===== src/rtl/dev_bus_pkg.sv =====
// Shared definitions for the processor-side bus arbiter and its neighbours:
// sequencer states, device window defaults, timer base addresses and the
// latched request record.
package dev_bus_pkg;

    // Sequencer states. Every accepted request walks IDLE -> ACCESS -> RESP.
    typedef enum logic [1:0] {
        IDLE   = 2'd0,
        ACCESS = 2'd1,
        RESP   = 2'd2
    } state_e;

    // Default device window (inclusive on both ends).
    localparam logic [31:0] DEV_BASE_DEFAULT  = 32'h0000_7F00;
    localparam logic [31:0] DEV_LIMIT_DEFAULT = 32'h0000_7F1F;

    // Timer register blocks inside the device window.
    localparam logic [31:0] TIMER0_BASE = 32'h0000_7F00;
    localparam logic [31:0] TIMER1_BASE = 32'h0000_7F10;

    // Master identifiers as carried on the grant id.
    localparam logic MID_M0 = 1'b0;
    localparam logic MID_M1 = 1'b1;

    // One master's request as captured at grant time.
    typedef struct packed {
        logic [31:0] addr;
        logic [31:0] wd;
        logic [3:0]  be;
        logic        we;
    } bus_req_t;

    // True when addr lies inside [base, limit].
    function automatic logic in_window(
        input logic [31:0] addr,
        input logic [31:0] base,
        input logic [31:0] limit
    );
        return (addr >= base) && (addr <= limit);
    endfunction

endpackage


===== src/rtl/rr_arb2.sv =====
// Two-way grant decision. Purely combinational: the caller samples the
// result only while it is ready to accept a new request.
module rr_arb2
    import dev_bus_pkg::*;
#(
    parameter bit FIXED_PRIO = 1'b0
) (
    input  logic req0_i,
    input  logic req1_i,
    input  logic last_grant_i,
    output logic gnt_valid_o,
    output logic gnt_id_o
);

    // Pick a winner: a lone requester always wins; a tie goes to master 0
    // under fixed priority, otherwise to whoever was not served last.
    always_comb begin
        // NOTE: every output of a combinational block gets a value before any
        // branch, so no path leaves it unassigned and no latch is inferred.
        gnt_valid_o = req0_i | req1_i;
        gnt_id_o    = MID_M0;
        if (req0_i && req1_i) begin
            gnt_id_o = FIXED_PRIO ? MID_M0 : ~last_grant_i;
        end else if (req1_i) begin
            gnt_id_o = MID_M1;
        end
    end

endmodule


===== src/rtl/dev_bus_arbiter.sv =====
// Two-master arbiter and sequencer in front of the system bridge's
// processor-side port. One request is granted at a time, driven onto the
// bridge for exactly one cycle, and answered with a one-cycle ack carrying
// read data and an out-of-window error flag.
module dev_bus_arbiter
    import dev_bus_pkg::*;
#(
    parameter bit          FIXED_PRIO = 1'b0,
    parameter logic [31:0] DEV_BASE   = DEV_BASE_DEFAULT,
    parameter logic [31:0] DEV_LIMIT  = DEV_LIMIT_DEFAULT
) (
    input  logic        clk,
    input  logic        reset,

    // Master 0: CPU memory stage
    input  logic        m0_req,
    input  logic [31:0] m0_addr,
    input  logic [31:0] m0_wd,
    input  logic [3:0]  m0_be,
    input  logic        m0_we,
    output logic        m0_ack,
    output logic        m0_err,
    output logic [31:0] m0_rd,

    // Master 1: DMA / debug loader
    input  logic        m1_req,
    input  logic [31:0] m1_addr,
    input  logic [31:0] m1_wd,
    input  logic [3:0]  m1_be,
    input  logic        m1_we,
    output logic        m1_ack,
    output logic        m1_err,
    output logic [31:0] m1_rd,

    // Bridge processor-side port
    output logic [31:0] pr_addr,
    output logic [31:0] pr_wd,
    output logic [3:0]  pr_be,
    output logic        pr_we,
    input  logic [31:0] pr_rd
);

    // ------------------------------------------------------------------
    // State
    // ------------------------------------------------------------------
    state_e      state_q,      state_d;
    logic        last_grant_q, last_grant_d;
    logic        gnt_id_q,     gnt_id_d;
    logic        in_range_q,   in_range_d;
    bus_req_t    req_q,        req_d;
    logic [31:0] m0_rd_q,      m0_rd_d;
    logic [31:0] m1_rd_q,      m1_rd_d;

    // ------------------------------------------------------------------
    // Arbitration
    // ------------------------------------------------------------------
    logic     gnt_valid;
    logic     gnt_id;
    bus_req_t m0_fields;
    bus_req_t m1_fields;
    bus_req_t sel_fields;
    logic     sel_in_range;
    logic     access_active;
    logic [31:0] rd_capture;

    assign m0_fields = {m0_addr, m0_wd, m0_be, m0_we};
    assign m1_fields = {m1_addr, m1_wd, m1_be, m1_we};

    rr_arb2 #(
        .FIXED_PRIO (FIXED_PRIO)
    ) u_rr_arb2 (
        .req0_i       (m0_req),
        .req1_i       (m1_req),
        .last_grant_i (last_grant_q),
        .gnt_valid_o  (gnt_valid),
        .gnt_id_o     (gnt_id)
    );

    // Fields of the master that would be granted this cycle; the other
    // master's fields never reach the latch.
    assign sel_fields   = (gnt_id == MID_M1) ? m1_fields : m0_fields;
    assign sel_in_range = in_window(sel_fields.addr, DEV_BASE, DEV_LIMIT);

    // Out-of-window reads return zero instead of whatever the bridge mux
    // happens to present.
    assign rd_capture    = in_range_q ? pr_rd : 32'h0;
    assign access_active = (state_q == ACCESS);

    // ------------------------------------------------------------------
    // Next-state logic: grant and latch in IDLE, capture read data in
    // ACCESS, acknowledge in RESP. All registers hold unless told otherwise.
    // ------------------------------------------------------------------
    always_comb begin
        state_d      = state_q;
        last_grant_d = last_grant_q;
        gnt_id_d     = gnt_id_q;
        in_range_d   = in_range_q;
        req_d        = req_q;
        m0_rd_d      = m0_rd_q;
        m1_rd_d      = m1_rd_q;

        case (state_q)
            IDLE: begin
                if (gnt_valid) begin
                    state_d      = ACCESS;
                    gnt_id_d     = gnt_id;
                    last_grant_d = gnt_id;
                    req_d        = sel_fields;
                    in_range_d   = sel_in_range;
                end
            end

            ACCESS: begin
                // Bridge data lands straight in the granted master's read
                // register, so it is valid during RESP and held until that
                // master's next ack.
                state_d = RESP;
                if (gnt_id_q == MID_M1) begin
                    m1_rd_d = rd_capture;
                end else begin
                    m0_rd_d = rd_capture;
                end
            end

            RESP: begin
                state_d = IDLE;
            end

            default: begin
                state_d = IDLE;
            end
        endcase
    end

    // State register with synchronous reset; an in-flight transfer is
    // dropped without an ack.
    always_ff @(posedge clk) begin
        // NOTE: sequential state is updated with non-blocking assignments so
        // every register samples pre-edge values, independent of statement order.
        if (reset) begin
            // NOTE: only flip-flops here, no memories; each one gets a defined
            // reset value so the bridge sees a clean idle bus after reset.
            state_q      <= IDLE;
            last_grant_q <= MID_M1;
            gnt_id_q     <= MID_M0;
            in_range_q   <= 1'b0;
            req_q        <= '0;
            m0_rd_q      <= 32'h0;
            m1_rd_q      <= 32'h0;
        end else begin
            state_q      <= state_d;
            last_grant_q <= last_grant_d;
            gnt_id_q     <= gnt_id_d;
            in_range_q   <= in_range_d;
            req_q        <= req_d;
            m0_rd_q      <= m0_rd_d;
            m1_rd_q      <= m1_rd_d;
        end
    end

    // ------------------------------------------------------------------
    // Outputs. Address, data and byte enables come from the latch, so they
    // stay stable outside ACCESS; the write strobe is gated to ACCESS and to
    // in-window addresses only.
    // ------------------------------------------------------------------
    assign pr_addr = req_q.addr;
    assign pr_wd   = req_q.wd;
    assign pr_be   = req_q.be;
    assign pr_we   = access_active & req_q.we & in_range_q;

    assign m0_ack  = (state_q == RESP) & (gnt_id_q == MID_M0);
    assign m1_ack  = (state_q == RESP) & (gnt_id_q == MID_M1);
    assign m0_err  = m0_ack & ~in_range_q;
    assign m1_err  = m1_ack & ~in_range_q;
    assign m0_rd   = m0_rd_q;
    assign m1_rd   = m1_rd_q;

endmodule


===== config.mk =====
export PLATFORM = sky130hd
export DESIGN_NAME = dev_bus_arbiter
export DESIGN_NICKNAME = d
export VERILOG_FILES = /design/src/rtl/dev_bus_pkg.sv /design/src/rtl/rr_arb2.sv /design/src/rtl/dev_bus_arbiter.sv
export SDC_FILE = /design/constraint.sdc
export NUM_CORES = 1
export LEC_CHECK = 0
export BUFFER_PORTS_ARGS = -buffer_cell sky130_fd_sc_hd__buf_4
export CAP_MARGIN = 30
export CORE_ASPECT_RATIO = 1.4
export CORE_MARGIN = 10
export CORE_UTILIZATION = 50
export CTS_CLUSTER_SIZE = 12
export DETAILED_ROUTE_END_ITERATION = 7
export PLACE_DENSITY = 0.87
export SYNTH_ARGS = -nofsm -noshare
export SYNTH_HDL_FRONTEND = slang
export SYNTH_SLANG_ARGS = --single-unit

===== constraint.sdc =====
create_clock -name clk -period 3.3 [get_ports clk]
set_input_delay 0.66 -clock clk [delete_from_list [all_inputs] [get_ports clk]]
set_output_delay 0.66 -clock clk [all_outputs]
set_load 0.01 [all_outputs]

==> results by group <==
Outcome
  • Outcome: finished, final reports clean

Cells and area
  • Antenna diodes: 0
  • Fin nets: 1098
  • Fill cell count: 980
  • Area grow syn2layout: 37.44%
  • Layout cell share with drive strength beyond 1: 42.95%

Synth
  • Cell taking the most area after synthesis: dfxtp_1
  • Post-synth top area share: 42.33%
  • Syn Nets: 886
  • Netlist cell types: 35
  • Mean Syn Cell Area: 9.166 µm²
  • Most numerous cell in the Yosys netlist: dfxtp_1
  • Main flop type after synthesis: dfxtp_1
  • Synth async-reset ratio: 0%
  • Most frequent cells after synthesis: dfxtp_1, nor2_1, buf_4
  • Sequential cell area fraction in the yosys report: 42.33%
  • Mapped Area: 0.006526 mm²
  • Yosys warning total: 0
  • Synth top area cells: dfxtp_1, mux2i_1, a211oi_2, buf_4, nand3_1
  • Post-Syn Instances: 712
  • Yosys reg bits: 138
  • Number of flops mapped to enable cells by yosys: 0

Placement
  • Port Buffers: 310
  • Detailed placement HPWL: 16200 µm
  • Final estimated routing congestion in global placement: 0.9343
  • Place WS: 0.8873 ns

Clock tree
  • H-tree depth: 4
  • Post-CTS Setup Repair Bufs: 0
  • Clock sinks: 138
  • CTS tree: yes
  • CTS Buf Count: 17
  • Worst-Skew Late Latency: 0.41 ns
  • Reg clk slew, reported paths: 0.06 ns
  • Root buf cell: clkbuf_16
  • Post-CTS Hold Buffers: 0
  • Clk buf depth: 2
  • Post_cts resized: 0

Route
  • Via Count: 5893
  • DRT Wirelength: 21440 µm
  • DR iter-0 viols: 312
  • TritonRoute pass-1 iters: 5
  • Post-DR vias/cell: 5.411
  • Remaining antenna violation count: 0
  • DR DRC count: 0
  • Per-cell routed wire length: 19.69 µm

Global route
  • Initial antenna violation count: 0
  • Global-route usage over all layers: 22.43%
  • First-pass GRT wire length: 32190 µm
  • Largest net degree at the start of global routing: 85
  • Number of global-route vias before repair: 5945
  • GR Overflow Total: 0

Power and ir drop
  • P per Cell Area: 534.9 mW/mm²
  • Pleak: 3.845 nW
  • Peak VDD IR: 0.0003973 V

Floorplan
  • Starting Density: 50.93%
  • Die X: 116.6 µm
  • Num ports: 311
  • Die footprint: 0.01809 mm²
  • # rows: 49
  • Die Y-Extent: 155.2 µm
  • Core area: 0.01281 mm²

STA
  • Fin crit share: 67.54%
  • Endpoints failing hold: 0
  • Post-route setup slack: 1.071 ns
  • RSZ-0062 raised after global routing: false
  • Final Setup Violations: 0
  • Worst slew margin: 43.93%
  • Fmax: 448.7 MHz
  • Post-layout min period: 2.229 ns
  • Setup_tns: 0 ns
  • Max-slew violation count: 0
  • Slew @ Worst Pin: 0.8401 ns
  • Clock skew: 0.01081 ns

Setup path
  • Critical Path AT: 1.57 ns
  • Reg2reg setup slack: 1.30 ns
  • Critical path data required time: 2.64 ns
  • CP Capture Type: output port
  • Startpoint Class: flop
  • Crit path kind: flop to output port
  • CP Max Fanout: 5

Hold path
  • Worst min path class: flop to flop

Job
  • Number of max-cap violations: 0
worst max-delay path: stages, from the launching register on:
cell and delay, ns:
dfxtp_1 0.46, nor3b_1 0.38, nor2b_1 0.19, buf_4 0.13
final timing paths:
path                           start                      to  cells after the start
max reg2reg  state_q[0]$_SDFFE_PP0P_   m1_rd[8]$_SDFFE_PP0P_                      5
min           m0_rd[29]$_SDFFE_PP0P_  m0_rd[29]$_SDFFE_PP0P_                      2
max          state_q[1]$_SDFFE_PP0P_                  m0_err                      3
min reg2reg   m0_rd[29]$_SDFFE_PP0P_  m0_rd[29]$_SDFFE_PP0P_                      2
stage by stage:
stage	hold WS [ns]	std cells	cell area, µm²	power (mW)	utilization (%)
detailed placement	0.4466	1058	8314	2.719	64.89
global placement	0.4415	1057	8287	2.696	64.67
global route	0.4728	1089	8970	4.969	70.00
finish	0.4537	1089	8970	4.798	70.00
CTS	0.4550	1089	8970	4.831	70.00
floorplan	0.4738	712	6526	2.443	-
flip-flops by register name, summed over array words and instances (netlist names):
name          cells
state_q           2
req_q             1
in_range_q        1
m1_rd            32
gnt_id_q          1
pr_be             4
last_grant_q      1
pr_wd            32
pr_addr          32
m0_rd            32
cells by family after synthesis:
kind of cell	Yosys count	synth area share, %
mux	69	10.58
compound gates	141	17.35
flops	138	42.33
simple gates	237	16.24
buf+inv	127	13.50
cells in the final DEF, fill, tap and decap left out, drive strengths merged, types with 2 or more instances in the layout:
cell type,Yosys,final
nand2b,2,2
dfxtp,138,138
mux2i,69,69
nor4b,2,2
nor2,79,79
o32ai,2,2
clkinv,0,3
buf,99,320
nand3,67,67
bufinv,0,5
nor3b,2,2
a21oi,64,64
nor2b,4,4
clkinvlp,0,3
inv,0,2
nor4,4,4
a211oi,69,69
clkbuf,28,18
nand2,68,68
nand4,3,3
layout make-up:
type,instances,area [µm²],share of cell area (%)
sequential,138,2764,30.81
tap,153,191.4,2.134
multi-input combinational,447,2899,32.32
timing repair buffer,320,2460,27.42
clock inverter,13,216.5,2.413
clock buffer,18,439.2,4.896
per-layer routing:
metal	track usage [%]	wire (µm)	vias to the layer above
met5	0	0	-
met3	9.623	2382	28
met4	7.733	518	0
met1	23.05	7614	2749
met2	39.44	10930	270
li1	-	-	2846
power breakdown:
group / leakage, nW / total (mW) / switching [mW] / internal, mW
clock: 0.309 / 2.12 / 0.749 / 1.37
sequential: 1.13 / 1.83 / 0.0587 / 1.77
combinational: 2.40 / 0.854 / 0.436 / 0.417
No activity file was read; power rests on OpenSTA's default activity.
